## config.mk

```make
export PLATFORM = sky130hd
export DESIGN_NAME = cfs_apb_master_arbiter
export DESIGN_NICKNAME = d
export VERILOG_FILES = /design/src/rtl/cfs_apb_ctrl_pkg.sv /design/src/rtl/cfs_apb_rr_arbiter.sv /design/src/rtl/cfs_apb_master_arbiter.sv
export SDC_FILE = /design/constraint.sdc
export NUM_CORES = 1
export LEC_CHECK = 0
export CAP_MARGIN = 20
export CORE_MARGIN = 2
export CORE_UTILIZATION = 35
export CTS_CLUSTER_SIZE = 8
export DETAILED_ROUTE_END_ITERATION = 7
export PLACE_DENSITY = 0.84
export SLEW_MARGIN = 10
export SYNTH_ARGS = -nofsm -noshare
export SYNTH_HDL_FRONTEND = slang
export SYNTH_HIERARCHICAL = 1
export SYNTH_SLANG_ARGS = --single-unit
```

## constraint.sdc

```tcl
create_clock -name pclk -period 3.75 [get_ports pclk]
set_input_delay 0.5625 -clock pclk [delete_from_list [all_inputs] [get_ports pclk]]
set_output_delay 0.5625 -clock pclk [all_outputs]
set_load 0.1 [all_outputs]
```

## src/rtl/cfs_apb_ctrl_pkg.sv

```systemverilog
// rtl/cfs_apb_ctrl_pkg.sv - shared types, default widths and field helper for the APB master arbiter
package cfs_apb_ctrl_pkg;

  // APB master phase sequencing
  typedef enum logic [1:0] {
    ST_IDLE   = 2'd0,
    ST_SETUP  = 2'd1,
    ST_ACCESS = 2'd2
  } apb_state_e;

  localparam int DEF_NUM_REQ    = 4;
  localparam int DEF_ADDR_WIDTH = 16;
  localparam int DEF_DATA_WIDTH = 32;
  localparam int DEF_TIMEOUT    = 16;

  // Upper bounds the field helper is sized for
  localparam int MAX_NUM_REQ = 8;
  localparam int MAX_FIELD_W = 64;
  localparam int MAX_FLAT_W  = MAX_NUM_REQ * MAX_FIELD_W;

  // Pull field idx (each width bits wide) out of a flattened per-requester vector.
  // Callers zero-extend the vector to MAX_FLAT_W and truncate the result.
  function automatic logic [MAX_FIELD_W-1:0] get_field(
    input logic [MAX_FLAT_W-1:0] flat,
    input int                    idx,
    input int                    width
  );
    logic [MAX_FLAT_W-1:0]  shifted;
    logic [MAX_FIELD_W-1:0] mask;
    shifted = flat >> (idx * width);
    mask    = {MAX_FIELD_W{1'b1}} >> (MAX_FIELD_W - width);
    return shifted[MAX_FIELD_W-1:0] & mask;
  endfunction

endpackage

```

## src/rtl/cfs_apb_rr_arbiter.sv

```systemverilog
// rtl/cfs_apb_rr_arbiter.sv - combinational round-robin pick starting after last_grant
module cfs_apb_rr_arbiter
  import cfs_apb_ctrl_pkg::*;
#(
  parameter int NUM_REQ = DEF_NUM_REQ,
  parameter int IDX_W   = (NUM_REQ > 1) ? $clog2(NUM_REQ) : 1
) (
  input  logic [NUM_REQ-1:0] req,
  input  logic [IDX_W-1:0]   last_grant,
  input  logic               enable,
  output logic [NUM_REQ-1:0] grant,
  output logic [IDX_W-1:0]   grant_idx
);

  // Search upward from last_grant+1, wrapping, so the previous owner is checked last
  always_comb begin
    int         cand;
    logic [IDX_W-1:0] cand_idx;
    logic       found;
    grant     = '0;
    grant_idx = '0;
    found     = 1'b0;
    cand      = 0;
    cand_idx  = '0;
    for (int off = 1; off <= NUM_REQ; off++) begin
      cand     = (int'(last_grant) + off) % NUM_REQ;
      cand_idx = IDX_W'(cand);
      if (enable && !found && req[cand_idx]) begin
        found           = 1'b1;
        grant[cand_idx] = 1'b1;
        grant_idx       = cand_idx;
      end
    end
  end

endmodule

```

## src/rtl/cfs_apb_master_arbiter.sv

```systemverilog
// rtl/cfs_apb_master_arbiter.sv - round-robin sharing of one APB master port with timeout abort
module cfs_apb_master_arbiter
  import cfs_apb_ctrl_pkg::*;
#(
  parameter int NUM_REQ    = DEF_NUM_REQ,
  parameter int ADDR_WIDTH = DEF_ADDR_WIDTH,
  parameter int DATA_WIDTH = DEF_DATA_WIDTH,
  parameter int TIMEOUT    = DEF_TIMEOUT
) (
  input  logic                          pclk,
  input  logic                          preset,
  input  logic [NUM_REQ-1:0]            req_valid,
  output logic [NUM_REQ-1:0]            req_ready,
  input  logic [NUM_REQ*ADDR_WIDTH-1:0] req_addr,
  input  logic [NUM_REQ-1:0]            req_write,
  input  logic [NUM_REQ*DATA_WIDTH-1:0] req_wdata,
  output logic [NUM_REQ-1:0]            rsp_valid,
  output logic [DATA_WIDTH-1:0]         rsp_rdata,
  output logic                          rsp_slverr,
  output logic                          rsp_timeout,
  output logic                          psel,
  output logic                          penable,
  output logic [ADDR_WIDTH-1:0]         paddr,
  output logic                          pwrite,
  output logic [DATA_WIDTH-1:0]         pwdata,
  input  logic                          pready,
  input  logic [DATA_WIDTH-1:0]         prdata,
  input  logic                          pslverr
);

  localparam int IDX_W = (NUM_REQ > 1) ? $clog2(NUM_REQ) : 1;
  localparam int CNT_W = (TIMEOUT > 1) ? $clog2(TIMEOUT + 1) : 1;
  // Abort fires on the access cycle that would make the wait count equal TIMEOUT
  localparam logic [CNT_W-1:0] CNT_LAST = (TIMEOUT > 0) ? CNT_W'(TIMEOUT - 1) : '0;

  apb_state_e       state_q, state_d;
  logic [IDX_W-1:0] last_grant_q;
  logic [IDX_W-1:0] owner_q;
  logic [CNT_W-1:0] tcnt_q, tcnt_d;
  logic             psel_d, penable_d;
  logic             load;
  logic             complete;
  logic             abort;
  logic             arb_en;
  logic             timeout_hit;
  logic [NUM_REQ-1:0] grant;
  logic [IDX_W-1:0]   grant_idx;

  // A grant may only happen while idle or on a normally completing access cycle
  assign arb_en      = (state_q == ST_IDLE) || ((state_q == ST_ACCESS) && pready);
  assign timeout_hit = (TIMEOUT > 0) && (state_q == ST_ACCESS) && !pready && (tcnt_q == CNT_LAST);
  assign req_ready   = grant;

  cfs_apb_rr_arbiter #(
    .NUM_REQ (NUM_REQ),
    .IDX_W   (IDX_W)
  ) u_rr_arbiter (
    .req        (req_valid),
    .last_grant (last_grant_q),
    .enable     (arb_en),
    .grant      (grant),
    .grant_idx  (grant_idx)
  );

  // Next state, next APB control values and wait counter
  always_comb begin
    state_d   = state_q;
    psel_d    = 1'b0;
    penable_d = 1'b0;
    tcnt_d    = '0;
    load      = 1'b0;
    complete  = 1'b0;
    abort     = 1'b0;
    case (state_q)
      ST_IDLE: begin
        if (|grant) begin
          state_d = ST_SETUP;
          psel_d  = 1'b1;
          load    = 1'b1;
        end
      end
      ST_SETUP: begin
        state_d   = ST_ACCESS;
        psel_d    = 1'b1;
        penable_d = 1'b1;
      end
      ST_ACCESS: begin
        if (pready) begin
          complete = 1'b1;
          if (|grant) begin
            // back-to-back: psel stays high, penable drops for the new setup
            state_d = ST_SETUP;
            psel_d  = 1'b1;
            load    = 1'b1;
          end else begin
            state_d = ST_IDLE;
          end
        end else if (timeout_hit) begin
          abort   = 1'b1;
          state_d = ST_IDLE;
        end else begin
          psel_d    = 1'b1;
          penable_d = 1'b1;
          tcnt_d    = (TIMEOUT > 0) ? tcnt_q + CNT_W'(1) : '0;
        end
      end
      default: state_d = ST_IDLE;
    endcase
  end

  // State register
  always_ff @(posedge pclk or posedge preset) begin
    if (preset) begin
      state_q <= ST_IDLE;
    end else begin
      state_q <= state_d;
    end
  end

  // Registered APB outputs, captured request fields and arbitration history
  always_ff @(posedge pclk or posedge preset) begin
    if (preset) begin
      psel         <= 1'b0;
      penable      <= 1'b0;
      paddr        <= '0;
      pwrite       <= 1'b0;
      pwdata       <= '0;
      owner_q      <= '0;
      last_grant_q <= IDX_W'(NUM_REQ - 1);
      tcnt_q       <= '0;
    end else begin
      psel    <= psel_d;
      penable <= penable_d;
      tcnt_q  <= tcnt_d;
      if (load) begin
        paddr        <= ADDR_WIDTH'(get_field(MAX_FLAT_W'(req_addr), int'(grant_idx), ADDR_WIDTH));
        pwdata       <= DATA_WIDTH'(get_field(MAX_FLAT_W'(req_wdata), int'(grant_idx), DATA_WIDTH));
        pwrite       <= req_write[grant_idx];
        owner_q      <= grant_idx;
        last_grant_q <= grant_idx;
      end
    end
  end

  // Registered response: one-cycle valid pulse, status fields hold until the next completion
  always_ff @(posedge pclk or posedge preset) begin
    if (preset) begin
      rsp_valid   <= '0;
      rsp_rdata   <= '0;
      rsp_slverr  <= 1'b0;
      rsp_timeout <= 1'b0;
    end else begin
      rsp_valid <= '0;
      if (complete) begin
        rsp_valid   <= NUM_REQ'(1) << owner_q;
        rsp_rdata   <= pwrite ? '0 : prdata;
        rsp_slverr  <= pslverr;
        rsp_timeout <= 1'b0;
      end else if (abort) begin
        rsp_valid   <= NUM_REQ'(1) << owner_q;
        rsp_rdata   <= '0;
        rsp_slverr  <= 1'b1;
        rsp_timeout <= 1'b1;
      end
    end
  end

endmodule

```

# Yosys cells after proc, flatten, opt, wreduce, memory -nomap -nowiden
# Cells that the tools add are included.
# classes
order_cmp	9
bitwise	3
mux	58
n_eq_ne	5
shifts	3
n_reduce_logical	23
n_addsub	5
# ops
operator	count
128-bit by 7-bit >> shifter with 32-bit output	1
32-bit two-way mux	3
64-bit by 6-bit >> shifter with 16-bit output	1
1-bit two-way mux	26
4-bit two-way mux	6
2-bit by 3-bit < comparator with 1-bit output, second input constant	5
5-bit two-way mux	3
1-bit logical AND	14
2-bit two-way mux	7
4-bit bitwise OR	3
1-bit binary-select mux with 2-bit select	5
1-bit demux with 2-bit select	4
2-bit by 1-bit greater-or-equal comparator with 1-bit output, second input constant	4
2-bit case mux with 3 select lines	1
5-bit by 1-bit adder with 5-bit output, second input constant	1
5-bit by 4-bit equality test with 1-bit output, second input constant	1
2-bit by 1-bit adder with 2-bit output, second input constant	2
2-bit adder, second input constant	2
1-bit zero test	4
1-bit case mux with 2 select lines	2
4-bit OR reduction	1
1-bit by 2-bit left shift with 4-bit output, first input constant	1
3-bit inequality test, second input constant	1
1-bit case mux with 3 select lines	1
other kinds (7)	7
# totals
reg_bits	100
inputBits	236
output_inout_bits	93
wordCells	119

# Longest topological paths before layout
# Gate-level depths: netlist of the first run.
# depth
ltp_word	21
depth_mapped	13
depth_no_buf	10

# Cells and area by module
# Netlist of the first run, hierarchy kept.
# by_module_without_submodules
module	seq_area_each_um2	cells_per_inst	area_each_um2	n_inst
cfs_apb_master_arbiter	2504.9	304	5034.8	1
cfs_apb_rr_arbiter	0.0	54	486.7	1

# Worst setup path after synthesis of the first run
# Ideal clock, no wire load.
# synth_path
kind	register -> register
startpoint	reg last_grant_q[0]
endpoint	reg owner_q[1]
stages_incl_launch_ff	13
setup_ns	0.128
arrival_time_ns	3.849
slack_ns	-0.226
path_buffers	3
cell_sequence	dfstp_2 > buf_6 > inv_1 > ha_1 > clkbuf_1 > mux4_1 > and3_2 > a22oi_1 > nand2_1 > nor4_4 > nor2_4 > buf_4 > mux2_1
# synth_via
elab_chain_len	21
word_cells_on_any_way	60
cone_classes	4 x add/sub; 8 x order compare; 30 x mux; 3 x bitwise; 15 x reduce/logical
# synth_rtl
element	line	source
start: declaration	cfs_apb_master_arbiter.sv:37	logic [IDX_W-1:0] last_grant_q;
start signal: assignment	cfs_apb_master_arbiter.sv:129	last_grant_q <= IDX_W'(NUM_REQ - 1);
start signal: assignment	cfs_apb_master_arbiter.sv:140	last_grant_q <= grant_idx;
parallel branches: the longest is 16 deep, another holds 2-bit by 3-bit < comparator with 1-bit output	-	
4-bit two-way mux *	cfs_apb_rr_arbiter.sv:28	if (enable && !found && req[cand_idx]) begin
net req_ready[1]	cfs_apb_master_arbiter.sv:13	output logic [NUM_REQ-1:0] req_ready,
4-bit OR reduction *	cfs_apb_master_arbiter.sv:76, cfs_apb_master_arbiter.sv:90	
1-bit two-way mux *	cfs_apb_master_arbiter.sv:76, cfs_apb_master_arbiter.sv:90	
1-bit two-way mux	cfs_apb_master_arbiter.sv:88	if (pready) begin
1-bit case mux with 2 select lines *	cfs_apb_master_arbiter.sv:74	case (state_q)
end signal: assignment	cfs_apb_master_arbiter.sv:139	owner_q <= grant_idx;
end: declaration	cfs_apb_master_arbiter.sv:38	logic [IDX_W-1:0] owner_q;
# Mark *: on every way through the listed nets, which the timed path passes. The select of a mux whose other input is x is not followed.
# A chain may end at the register's enable or synchronous reset.

# Final worst setup path of the first run
# layout_path
startpoint	reg last_grant_q[1]
endpoint	reg paddr[7]
# layout_via
word_cells_on_any_way	61
cone_classes	4 x add/sub; 8 x order compare; 1 x shift; 30 x mux; 3 x bitwise; 15 x reduce/logical
# layout_lines
element	line	source
2-bit by 1-bit adder with 2-bit output	cfs_apb_rr_arbiter.sv:26	cand = (int'(last_grant) + off) % NUM_REQ;
1-bit binary-select mux with 2-bit select	cfs_apb_rr_arbiter.sv:28	
1-bit two-way mux (not written as such)	cfs_apb_rr_arbiter.sv:28	
1-bit logical AND	cfs_apb_rr_arbiter.sv:28	
1-bit two-way mux	cfs_apb_rr_arbiter.sv:28	
1-bit zero test	cfs_apb_rr_arbiter.sv:28	
1-bit logical AND (2 in a row)	cfs_apb_rr_arbiter.sv:28	
1-bit two-way mux	cfs_apb_rr_arbiter.sv:28	
1-bit zero test	cfs_apb_rr_arbiter.sv:28	
1-bit logical AND (2 in a row)	cfs_apb_rr_arbiter.sv:28	
1-bit two-way mux	cfs_apb_rr_arbiter.sv:28	
1-bit zero test	cfs_apb_rr_arbiter.sv:28	
1-bit logical AND (2 in a row)	cfs_apb_rr_arbiter.sv:28	
2-bit two-way mux *	cfs_apb_rr_arbiter.sv:28	
net grant_idx[0]	cfs_apb_master_arbiter.sv:47	logic [IDX_W-1:0] grant_idx;
64-bit by 6-bit >> shifter with 16-bit output *	cfs_apb_ctrl_pkg.sv:30	shifted = flat >> (idx * width);
end signal: assignment	cfs_apb_master_arbiter.sv:136	paddr <= ADDR_WIDTH'(get_field(MAX_FLAT_W'(req_addr), int'(grant_idx), ADDR_WIDTH));
end: declaration	cfs_apb_master_arbiter.sv:23	output logic [ADDR_WIDTH-1:0] paddr,
# Mark *: on every way through the listed nets, which the timed path passes. The rest lies on a longest branch. The select of a mux whose other input is x is not followed.

==> impl_results.md, run 1 <==
* Clock-pin slew on the worst setup and hold paths at 0.07 ns
* WL final at 18000 um
* Mux contribution to synthesized area at 0.337
* Source of the worst hold timing path: tcnt_q[0]
* Worst slew slack as a fraction of its limit at 0.308
* Max Transition Viols Final at 0
* TritonCTS buffer count at 9
* Critical path class: flop to flop
* Register bit count reported by yosys at 100
* Post-route clock skew at 0.0114 ns
* Kind of start point of the critical path: flop
* Top Family by Delay on Critical Path: multiplexers
* # resized after CTS at 0
* Area fraction in and, or, nand and nor cells after synthesis at 0.0449
* RSZ-0062 raised after global routing: false
* Post-synth top flop: dfrtp_1
* Number of antenna-violating nets in the routed design at 0
* Final setup violation count at 0
* Highest attainable clock frequency at 295 MHz
* Critical path buffer and inverter count at 2
* Shortest period the worst path allows at 3.39 ns
* Crit path cell chain: inv_1 > ha_1 > mux4_1 > nor2b_4 > nor2_1 > o21ai_0 > o311a_4 > buf_12 > mux4_2 > mux2_4
* Slew at the pin with the worst max-slew slack at 1.03 ns
* Largest family of logic cells by synthesized area: multiplexers
* H-tree depth at 3
* Buffer type at the clock tree root: clkbuf_16
* Placed cell count at 887
* Ratio of final minimum period to clock period at 0.905
* Accumulated negative setup slack at 0 ns
* Placement-stage cell area at 9150 um^2
* Clock insertion delay at the later pin of the skew report at 0.35 ns
* Rows at 45
* Antenna violations before repair at 2
* Arrival time worst endpoint at 3.63 ns
* Critical path capture point type: flop
* Core region area at 15300 um^2
* Run status: finished, final reports clean
* Wirelength per Cell at 19.9 um
* Area of the die at 16800 um^2
* MaxCap Viol Count at 0
* Critical path data required time at 3.98 ns
* RD Place Congestion at 0.800
* Number of enable flip-flop cells after synthesis at 0
* Maximum single-stage delay on the critical path at 0.53 ns
* Post-Synthesis Net Count at 608
* Vert. Die Dim at 130 um
* Maximum fanout encountered on the critical timing path at 14
* Final standard cell area without fillers at 9440 um^2
* Top-level I/O count at 329
* Buffers added on ports at 328
* Signed area change from the synthesized netlist to the final layout at 71.0%
* Maximum count of clock buffers along a single path at 2
* DPL Wire Length at 14600 um
* Pin count of the biggest net entering global routing at 74
* Share of layout cells above drive strength 1 at 0.236
* Total routing usage reported by global routing at 0.215
* Share of the synthesized area in compound gates (AO/OA/AOI/OAI) at 0.0920
* Total standard cell area after synthesis at 5520 um^2
* Number of clock sinks seen by CTS at 100
* Post-synthesis average cell area at 15.4 um^2
* Routed via count at 4667
* DRC violations left at 0
* Final cell count without fillers at 904
* CTS tree: built
* Cells after Synth at 358
* Effective utilization at floorplan at 0.361
* Critical path's slowest cell: dfstp_2
* Via count of the first global-routing pass at 5121
* Setup Fix Bufs, Post-CTS at 0
* Total congestion overflow at 0
* Proportion of synthesized flip-flops having asynchronous set or reset at 1.00
* Number of failing hold endpoints at the final stage at 0
* Hold-fix buffers at CTS at 0
* Yosys synthesis warning count at 6
* Worst hold-check slack at 0.469 ns
* Number of optimization iterations in the first detailed-route pass at 4
* Min-delay worst type: flop to flop
* Unique cell type count in the Yosys netlist at 51
* # nets final at 937
* Area share of fa/ha/maj cells after synthesis at 0.0317
* FF-to-FF Start: last_grant_q[1]
* First DRT Iteration DRCs at 176
* Avg Vias per Cell at 5.16
* Sequential cell area fraction in the yosys report at 0.454
* Wire length of the first global-routing pass at 27300 um
* Die X at 130 um
* CP startpoint: last_grant_q[1]
* Xor-xnor portion of the synthesized cell area at 0.00317
## Yosys cell counts, types with 4 or more instances
master    instances  area [um^2]
a21oi_1           4         20.0
a22o_1           36          315
a22oi_1           4         30.0
buf_2            10         50.1
buf_6             8         90.1
clkbuf_1          6         22.5
dfrtp_1          98         2450
ha_1             14          175
inv_1             6         22.5
mux2_2           44          495
mux2_4           10          150
mux4_2           51         1150
nand2_1          10         37.5
nor2_1            6         22.5
## path summary, 6_finish.rpt
kind | end | slack, ns | cells after the start
setup / recovery | paddr[7] | 0.36 | 10
hold / removal | tcnt_q[0] | 0.47 | 1
setup reg to reg | paddr[7] | 0.36 | 10
hold reg to reg | tcnt_q[0] | 0.47 | 1
max in group asynchronous | rsp_valid[0] | 2.17 | 3
min in group asynchronous | rsp_rdata[7] | 0.80 | 2
## worst register-to-register path: cells and delay by family (launching register included)
family	cells	cell delay (ns)
multiplexers	3	1.24
AND/OR/NAND/NOR	2	0.23
buffers and inverters	2	0.29
flip-flops	1	0.53
adder cells (fa/ha/maj)	1	0.43
AO/OA/AOI/OAI	2	0.57
## metrics by stage
stage	setup WS, ns	util
2_1_floorplan	0.0666	-
3_3_place_gp	0.179	0.597
3_5_place_dp	0.116	0.597
4_1_cts	0.357	0.617
5_1_grt	0.202	0.617
6_report	0.356	0.617
## area by class of cell
| type | instances | area, um^2 |
|---|---|---|
| inverters | 6 | 25.0 |
| flip-flops and latches | 100 | 2500 |
| clock inverters | 7 | 70.1 |
| well taps | 211 | 264 |
| multi-input cells | 224 | 2830 |
| clock buffers | 9 | 225 |
| diodes | 1 | 2.50 |
| repair buffers | 346 | 3520 |
| fillers | 1179 | 5870 |
## layout by cell type (no fill, tap or decap), types with 3 or more instances in the layout
cell,n
mux4_2,51
buf_4,13
clkdlybuf4s50_1,324
mux2_2,44
a21o_1,3
mux2_4,10
clkbuf_16,9
nand2_2,4
ha_1,14
nor2_1,5
and3_1,3
nand2_1,6
a22oi_1,4
buf_12,9
a22o_1,36
a21oi_1,4
dfrtp_1,98
inv_1,5
## cell families after synthesis
| logic type | after synthesis |
|---|---|
| AOI/OAI and AO/OA | 61 |
| xor gates and xnor gates | 2 |
| adders and majority gates | 14 |
| buffers and inverters | 34 |
| DFF | 100 |
| muxes | 108 |
| and+or+nand+nor | 39 |
## per-layer routing
metal	wire length (um)	track usage	vias up
li1	-	-	2073
met1	6320	0.239	2316
met2	9670	0.388	233
met3	1400	0.0611	43
met4	566	0.0841	2
met5	13	0	-
## state kept, by name, summed over array words and instances, names as in the netlist
signal	count
psel	1
rsp_slverr	1
tcnt_q	5
state_q	2
pwdata	32
pwrite	1
penable	1
owner_q	2
rsp_rdata	32
paddr	16
last_grant_q	2
rsp_valid	4
rsp_timeout	1
Power of run 1 is left out: the tool's default activity adds up to more than one toggle a clock period on the data nets, which glitch-free logic cannot reach.
==> inputs of run 2 (changes only) <==
--- a/config.mk
+++ b/config.mk
@@ -6,11 +6,13 @@
 export NUM_CORES = 1
 export LEC_CHECK = 0
 export CAP_MARGIN = 20
+export CELL_PAD_IN_SITES_DETAIL_PLACEMENT = 0
+export CELL_PAD_IN_SITES_GLOBAL_PLACEMENT = 1
 export CORE_MARGIN = 2
-export CORE_UTILIZATION = 35
+export CORE_UTILIZATION = 29
 export CTS_CLUSTER_SIZE = 8
 export DETAILED_ROUTE_END_ITERATION = 7
-export PLACE_DENSITY = 0.84
+export PLACE_DENSITY = 0.89
 export SLEW_MARGIN = 10
 export SYNTH_ARGS = -nofsm -noshare
 export SYNTH_HDL_FRONTEND = slang
==> run 2 against run 1 <==
- cell count rose by 2.4%
- flip-flop and latch count unchanged
- critical path depth is the same
- non-clock buffer count is 1 lower
- routed wire length increased by 4.0%
- register-to-register slack lost 0.05 ns
- maximum frequency shrank 1.3%
- critical path type unchanged
==> impl_results.md, run 2 (same netlist as run 1, synthesis figures left out) <==
* Leading registers by flop count: pwdata: 32 flops, rsp_rdata: 32 flops, paddr: 16 flops (unchanged)
* Antenna violations before repair at 2 (unchanged)
* Number of clock sinks seen by CTS at 100 (unchanged)
* Number of optimization iterations in the first detailed-route pass at 4 (unchanged)
* H-tree depth at 3 (unchanged)
* Slew at the pin with the worst max-slew slack at 1.03 ns (about the same)
* Most frequent standard cell in the layout excluding fill and tap cells: clkdlybuf4s50_1 (unchanged)
* WL final at 18700 um (was 18000 um)
* Total routing usage reported by global routing at 0.185 (was 0.215)
* Max Transition Viols Final at 0 (unchanged)
* Post-route setup slack at 0.310 ns (was 0.356 ns)
* Shortest period the worst path allows at 3.44 ns (was 3.39 ns)
* # nets final at 936 (was 937)
* DRC violations left at 0 (unchanged)
* Highest attainable clock frequency at 291 MHz (was 295 MHz)
* Clock insertion delay at the later pin of the skew report at 0.35 ns (about the same)
* Critical path data required time at 3.99 ns (was 3.98 ns)
* Setup Fix Bufs, Post-CTS at 0 (unchanged)
* Maximum fanout encountered on the critical timing path at 12 (was 14)
* # resized after CTS at 0 (unchanged)
* CTS tree: built (unchanged)
* Number of antenna-violating nets in the routed design at 0 (unchanged)
* Vert. Die Dim at 142 um (was 130 um)
* Die X at 142 um (was 130 um)
* Final-layout fill cell count at 1597 (was 1179)
* Rows at 50 (was 45)
* Final setup violation count at 0 (unchanged)
* Avg Vias per Cell at 4.98 (was 5.16)
* Top-level I/O count at 329 (unchanged)
* DPL Wire Length at 14800 um (was 14600 um)
* Worst hold-check slack at 0.474 ns (was 0.469 ns)
* Most frequent cells in the layout: clkdlybuf4s50_1, dfrtp_1, mux4_2, mux2_2, a22o_1 (unchanged)
* Critical path class: flop to flop (unchanged)
* Post-route clock skew at 0.00851 ns (was 0.0114 ns)
* Buffers added on ports at 328 (unchanged)
* Signed area change from the synthesized netlist to the final layout at 70.6% (was 71.0%)
* Core region area at 18700 um^2 (was 15300 um^2)
* Critical path capture point type: flop (unchanged)
* RSZ-0062 raised after global routing: false (unchanged)
* Via count of the first global-routing pass at 5074 (was 5121)
* MaxCap Viol Count at 0 (unchanged)
* Wire length of the first global-routing pass at 28600 um (was 27300 um)
* Share of layout cells above drive strength 1 at 0.233 (was 0.236)
* Setup slack after placement at 0.0500 ns (was 0.116 ns)
* Routed via count at 4608 (was 4667)
* Ratio of final minimum period to clock period at 0.917 (was 0.905)
* Kind of start point of the critical path: flop (unchanged)
* Maximum count of clock buffers along a single path at 2 (unchanged)
* Wirelength per Cell at 20.2 um (was 19.9 um)
* Number of failing hold endpoints at the final stage at 0 (unchanged)
* Hold-fix buffers at CTS at 0 (unchanged)
* Area of the die at 20200 um^2 (was 16800 um^2)
* Total area of sequential cells at 2500 um^2 (unchanged)
* Effective utilization at floorplan at 0.295 (was 0.361)
* Clock-pin slew on the worst setup and hold paths at 0.07 ns (about the same)
* TritonCTS buffer count at 9 (unchanged)
* Area taken by multi-input logic gates at 2830 um^2 (unchanged)
* Worst slew slack as a fraction of its limit at 0.309 (was 0.308)
* Total congestion overflow at 0 (unchanged)
* Min-delay worst type: flop to flop (unchanged)
* Accumulated negative setup slack at 0 ns (unchanged)
* Buffer type at the clock tree root: clkbuf_16 (unchanged)
* RD Place Congestion at 0.832 (was 0.800)
* Run status: finished, final reports clean (unchanged)
* Arrival time worst endpoint at 3.68 ns (was 3.63 ns)
* Pin count of the biggest net entering global routing at 59 (was 74)
* First DRT Iteration DRCs at 127 (was 176)
## run 2: cell count changes in the layout (fill, tap and decap cells not counted)
cell        previous run  this run
clkinvlp_4             1         0
buf_4                 13        15
diode_2                1         2
clkinv_8               1         0
inv_6                  2         0
buf_12                 9         6
clkinv_4               2         4
inv_8                  1         2
## run 2: through the flow
step / std cells / util / instance area [um^2]
after floorplan: 358 / - / 5530
after global placement: 909 / 0.488 / 9130
after detailed placement: 909 / 0.488 / 9130
after CTS: 924 / 0.503 / 9410
after global routing: 926 / 0.503 / 9420
final: 926 / 0.503 / 9420
## run 2: final timing paths
kind                                      start    endpoint  slack, ns  cells past startpoint
worst max-delay path            last_grant_q[1]   pwdata[3]       0.31                     10
worst min-delay path                  tcnt_q[0]   tcnt_q[0]       0.47                      1
worst max register to register  last_grant_q[1]   pwdata[3]       0.31                     10
worst min register to register        tcnt_q[0]   tcnt_q[0]       0.47                      1
max in group asynchronous                preset  pwdata[25]       2.20                      3
min in group asynchronous                preset   paddr[13]       0.73                      2
## run 2: cell type report
type | instances | area share
Timing Repair Buffer | 345 | 0.369
Clock buffer | 9 | 0.0239
Antenna cell | 2 | 0.000531
Clock inverter | 6 | 0.00611
Inverter | 6 | 0.00266
Multi-Input combinational cell | 224 | 0.301
Tap cell | 234 | 0.0311
Sequential cell | 100 | 0.266
## run 2: worst max-delay path, stage by stage (launching register included)
cell	delay [ns]
dfstp_2	0.53
inv_1	0.08
ha_1	0.43
mux4_1	0.43
nor2b_4	0.18
nor2_1	0.05
o21ai_0	0.23
o311a_4	0.31
buf_4	0.28
mux4_2	0.54
mux2_2	0.27
## run 2: routing by layer
metal  routed length, um  GRT usage  share of wire  vias to the layer above
met1                7240      0.218           0.39                     2308
li1                    -          -              -                     2068
met2                9570      0.317           0.51                      207
met5                   0          0              0                        -
met4                 405     0.0616          0.022                        0
met3                1480     0.0636          0.079                       25
Power of run 2 is left out for the same reason.
==> inputs of run 3 (changes only) <==
--- a/config.mk
+++ b/config.mk
@@ -8,7 +8,7 @@
 export CAP_MARGIN = 20
 export CELL_PAD_IN_SITES_DETAIL_PLACEMENT = 0
 export CELL_PAD_IN_SITES_GLOBAL_PLACEMENT = 1
-export CORE_MARGIN = 2
+export CORE_MARGIN = 3
 export CORE_UTILIZATION = 29
 export CTS_CLUSTER_SIZE = 8
 export DETAILED_ROUTE_END_ITERATION = 7
==> run 3 against run 2 <==
- global-route usage decreased by 0.33 points
- worst hold slack gained 0.00058 ns
- design area rose by 0.25%
- clock-buffer cell count stayed put
- critical path depth did not move
==> impl_results.md, run 3 (same netlist as run 1, synthesis figures left out) <==
* Antenna violations before repair at 2 (unchanged)
* Core region area at 18300 um^2 (was 18700 um^2)
* RSZ-0062 raised after global routing: false (unchanged)
* Worst slew slack as a fraction of its limit at 0.305 (was 0.309)
* Hold-fix buffers at CTS at 0 (unchanged)
* Die X at 144 um (was 142 um)
* Critical path capture point type: flop (unchanged)
* Post-route clock skew at 0.00923 ns (was 0.00851 ns)
* Min-delay worst type: flop to flop (unchanged)
* TritonCTS buffer count at 9 (unchanged)
* Layer carrying the most global-route usage: met2 (unchanged)
* Shortest period the worst path allows at 3.45 ns (was 3.44 ns)
* Post-layout util at 0.515 (was 0.503)
* Critical path class: flop to flop (unchanged)
* CTS tree: built (unchanged)
* Routed via count at 4636 (was 4608)
* Maximum fanout encountered on the critical timing path at 20 (was 12)
* Maximum count of clock buffers along a single path at 2 (unchanged)
* Buffers added on ports at 328 (unchanged)
* Final setup violation count at 0 (unchanged)
* Max Transition Viols Final at 0 (unchanged)
* Setup Fix Bufs, Post-CTS at 0 (unchanged)
* Worst setup slack for register-to-register paths at 0.30 ns (was 0.31 ns)
* Rows at 49 (was 50)
* H-tree depth at 3 (unchanged)
* Number of antenna-violating nets in the routed design at 0 (unchanged)
* Leading registers by flop count: pwdata: 32 flops, rsp_rdata: 32 flops, paddr: 16 flops (unchanged)
* Cells on Worst Hold Path at 1 (unchanged)
* Critical path data required time at 3.99 ns (about the same)
* Ratio of final minimum period to clock period at 0.921 (was 0.917)
* # resized after CTS at 0 (unchanged)
* Avg Vias per Cell at 5.06 (was 4.98)
* Wire length of the first global-routing pass at 28700 um (was 28600 um)
* Pin count of the biggest net entering global routing at 67 (was 59)
* GR Layer Usage met3 at 0.0599 (was 0.0636)
* Total congestion overflow at 0 (unchanged)
* Final cell count without fillers at 916 (was 926)
* Top-level I/O count at 329 (unchanged)
* Vert. Die Dim at 144 um (was 142 um)
* Most frequent standard cell in the layout excluding fill and tap cells: clkdlybuf4s50_1 (unchanged)
* Number of failing hold endpoints at the final stage at 0 (unchanged)
* Area of the die at 20700 um^2 (was 20200 um^2)
* Kind of start point of the critical path: flop (unchanged)
* Share of layout cells above drive strength 1 at 0.230 (was 0.233)
* Number of clock sinks seen by CTS at 100 (unchanged)
* Most frequent cells in the layout: clkdlybuf4s50_1, dfrtp_1, mux4_2, mux2_2, a22o_1 (unchanged)
* Slew at the pin with the worst max-slew slack at 1.04 ns (was 1.03 ns)
* DPL Wire Length at 15200 um (was 14800 um)
* CP startpoint: last_grant_q[0] (was last_grant_q[1])
* Placed cell count at 900 (was 909)
* Clock insertion delay at the later pin of the skew report at 0.35 ns (about the same)
* Worst R2R Path Depth at 10 (unchanged)
* Antenna Diode Count at 0 (was 2)
* Run status: finished, final reports clean (unchanged)
* Signed area change from the synthesized netlist to the final layout at 71.0% (was 70.6%)
* Wirelength per Cell at 21.1 um (was 20.2 um)
* Accumulated negative setup slack at 0 ns (unchanged)
* Buffer type at the clock tree root: clkbuf_16 (unchanged)
* RD Place Congestion at 0.843 (was 0.832)
* Hold worst-path end: tcnt_q[0] (unchanged)
* GR met1 Demand/Resource at 0.219 (was 0.218)
* DRC violations left at 0 (unchanged)
* Source of the worst hold timing path: tcnt_q[0] (unchanged)
* First DRT Iteration DRCs at 213 (was 127)
* # nets final at 932 (was 936)
* FF-to-FF Start: last_grant_q[0] (was last_grant_q[1])
* Total routing usage reported by global routing at 0.182 (was 0.185)
* Arrival time worst endpoint at 3.69 ns (was 3.68 ns)
* Via count of the first global-routing pass at 5137 (was 5074)
* MaxCap Viol Count at 0 (unchanged)
* Capture instance of the worst register-to-register path: paddr[7] (was pwdata[3])
* WL final at 19300 um (was 18700 um)
* Effective utilization at floorplan at 0.301 (was 0.295)
* Clock-pin slew on the worst setup and hold paths at 0.07 ns (about the same)
* Met2 Track Usage GR at 0.314 (was 0.317)
* Number of optimization iterations in the first detailed-route pass at 6 (was 4)
* Highest attainable clock frequency at 289 MHz (was 291 MHz)
## run 3: cell count changes in the layout (fill, tap and decap cells not counted)
cell	before	now
buf_4	15	7
inv_6	0	3
clkinv_8	0	2
clkinv_4	4	1
clkinv_2	0	1
inv_8	2	0
diode_2	2	0
buf_12	6	10
## run 3: per-layer routing
layer | up-vias | wire [um]
met1 | 2327 | 7270
met4 | 4 | 284
met2 | 219 | 10000
met5 | - | 25
li1 | 2065 | -
met3 | 21 | 1670
## run 3: final cells by class
type	count	area (um^2)
Clock buffer	9	225
Fill cell	1535	8890
Clock inverter	7	72.6
Tap cell	229	287
Inverter	6	25.0
Sequential cell	100	2500
Multi-Input combinational cell	224	2830
Timing Repair Buffer	341	3500
## run 3: stage by stage
stage | area, um^2 | worst slack [ns] | hold slack [ns]
3_5_place_dp | 9140 | 0.0337 | 0.462
3_3_place_gp | 9140 | 0.105 | 0.443
4_1_cts | 9440 | 0.293 | 0.471
2_1_floorplan | 5530 | 0.0666 | 0.430
6_report | 9440 | 0.296 | 0.475
5_1_grt | 9440 | 0.160 | 0.502
## run 3: worst max path at each step
stage	cells past startpoint	endpoint	slack (ns)
global route	10	pwdata[29]	0.16
detailed placement	9	pwdata[29]	0.03
CTS	10	paddr[7]	0.29
floorplan	12	owner_q[1]	0.07
global placement	9	paddr[15]	0.10
finish	10	paddr[7]	0.30
## run 3: worst max-delay path: stages (launching register included)
cell and delay, ns:
dfstp_2 0.53, inv_1 0.08, ha_1 0.43, mux4_1 0.44, nor2b_4 0.18, nor2_1 0.05
o21ai_0 0.19, o311a_4 0.39, buf_12 0.24, mux4_2 0.53, mux2_4 0.27
Power of run 3 is left out for the same reason.
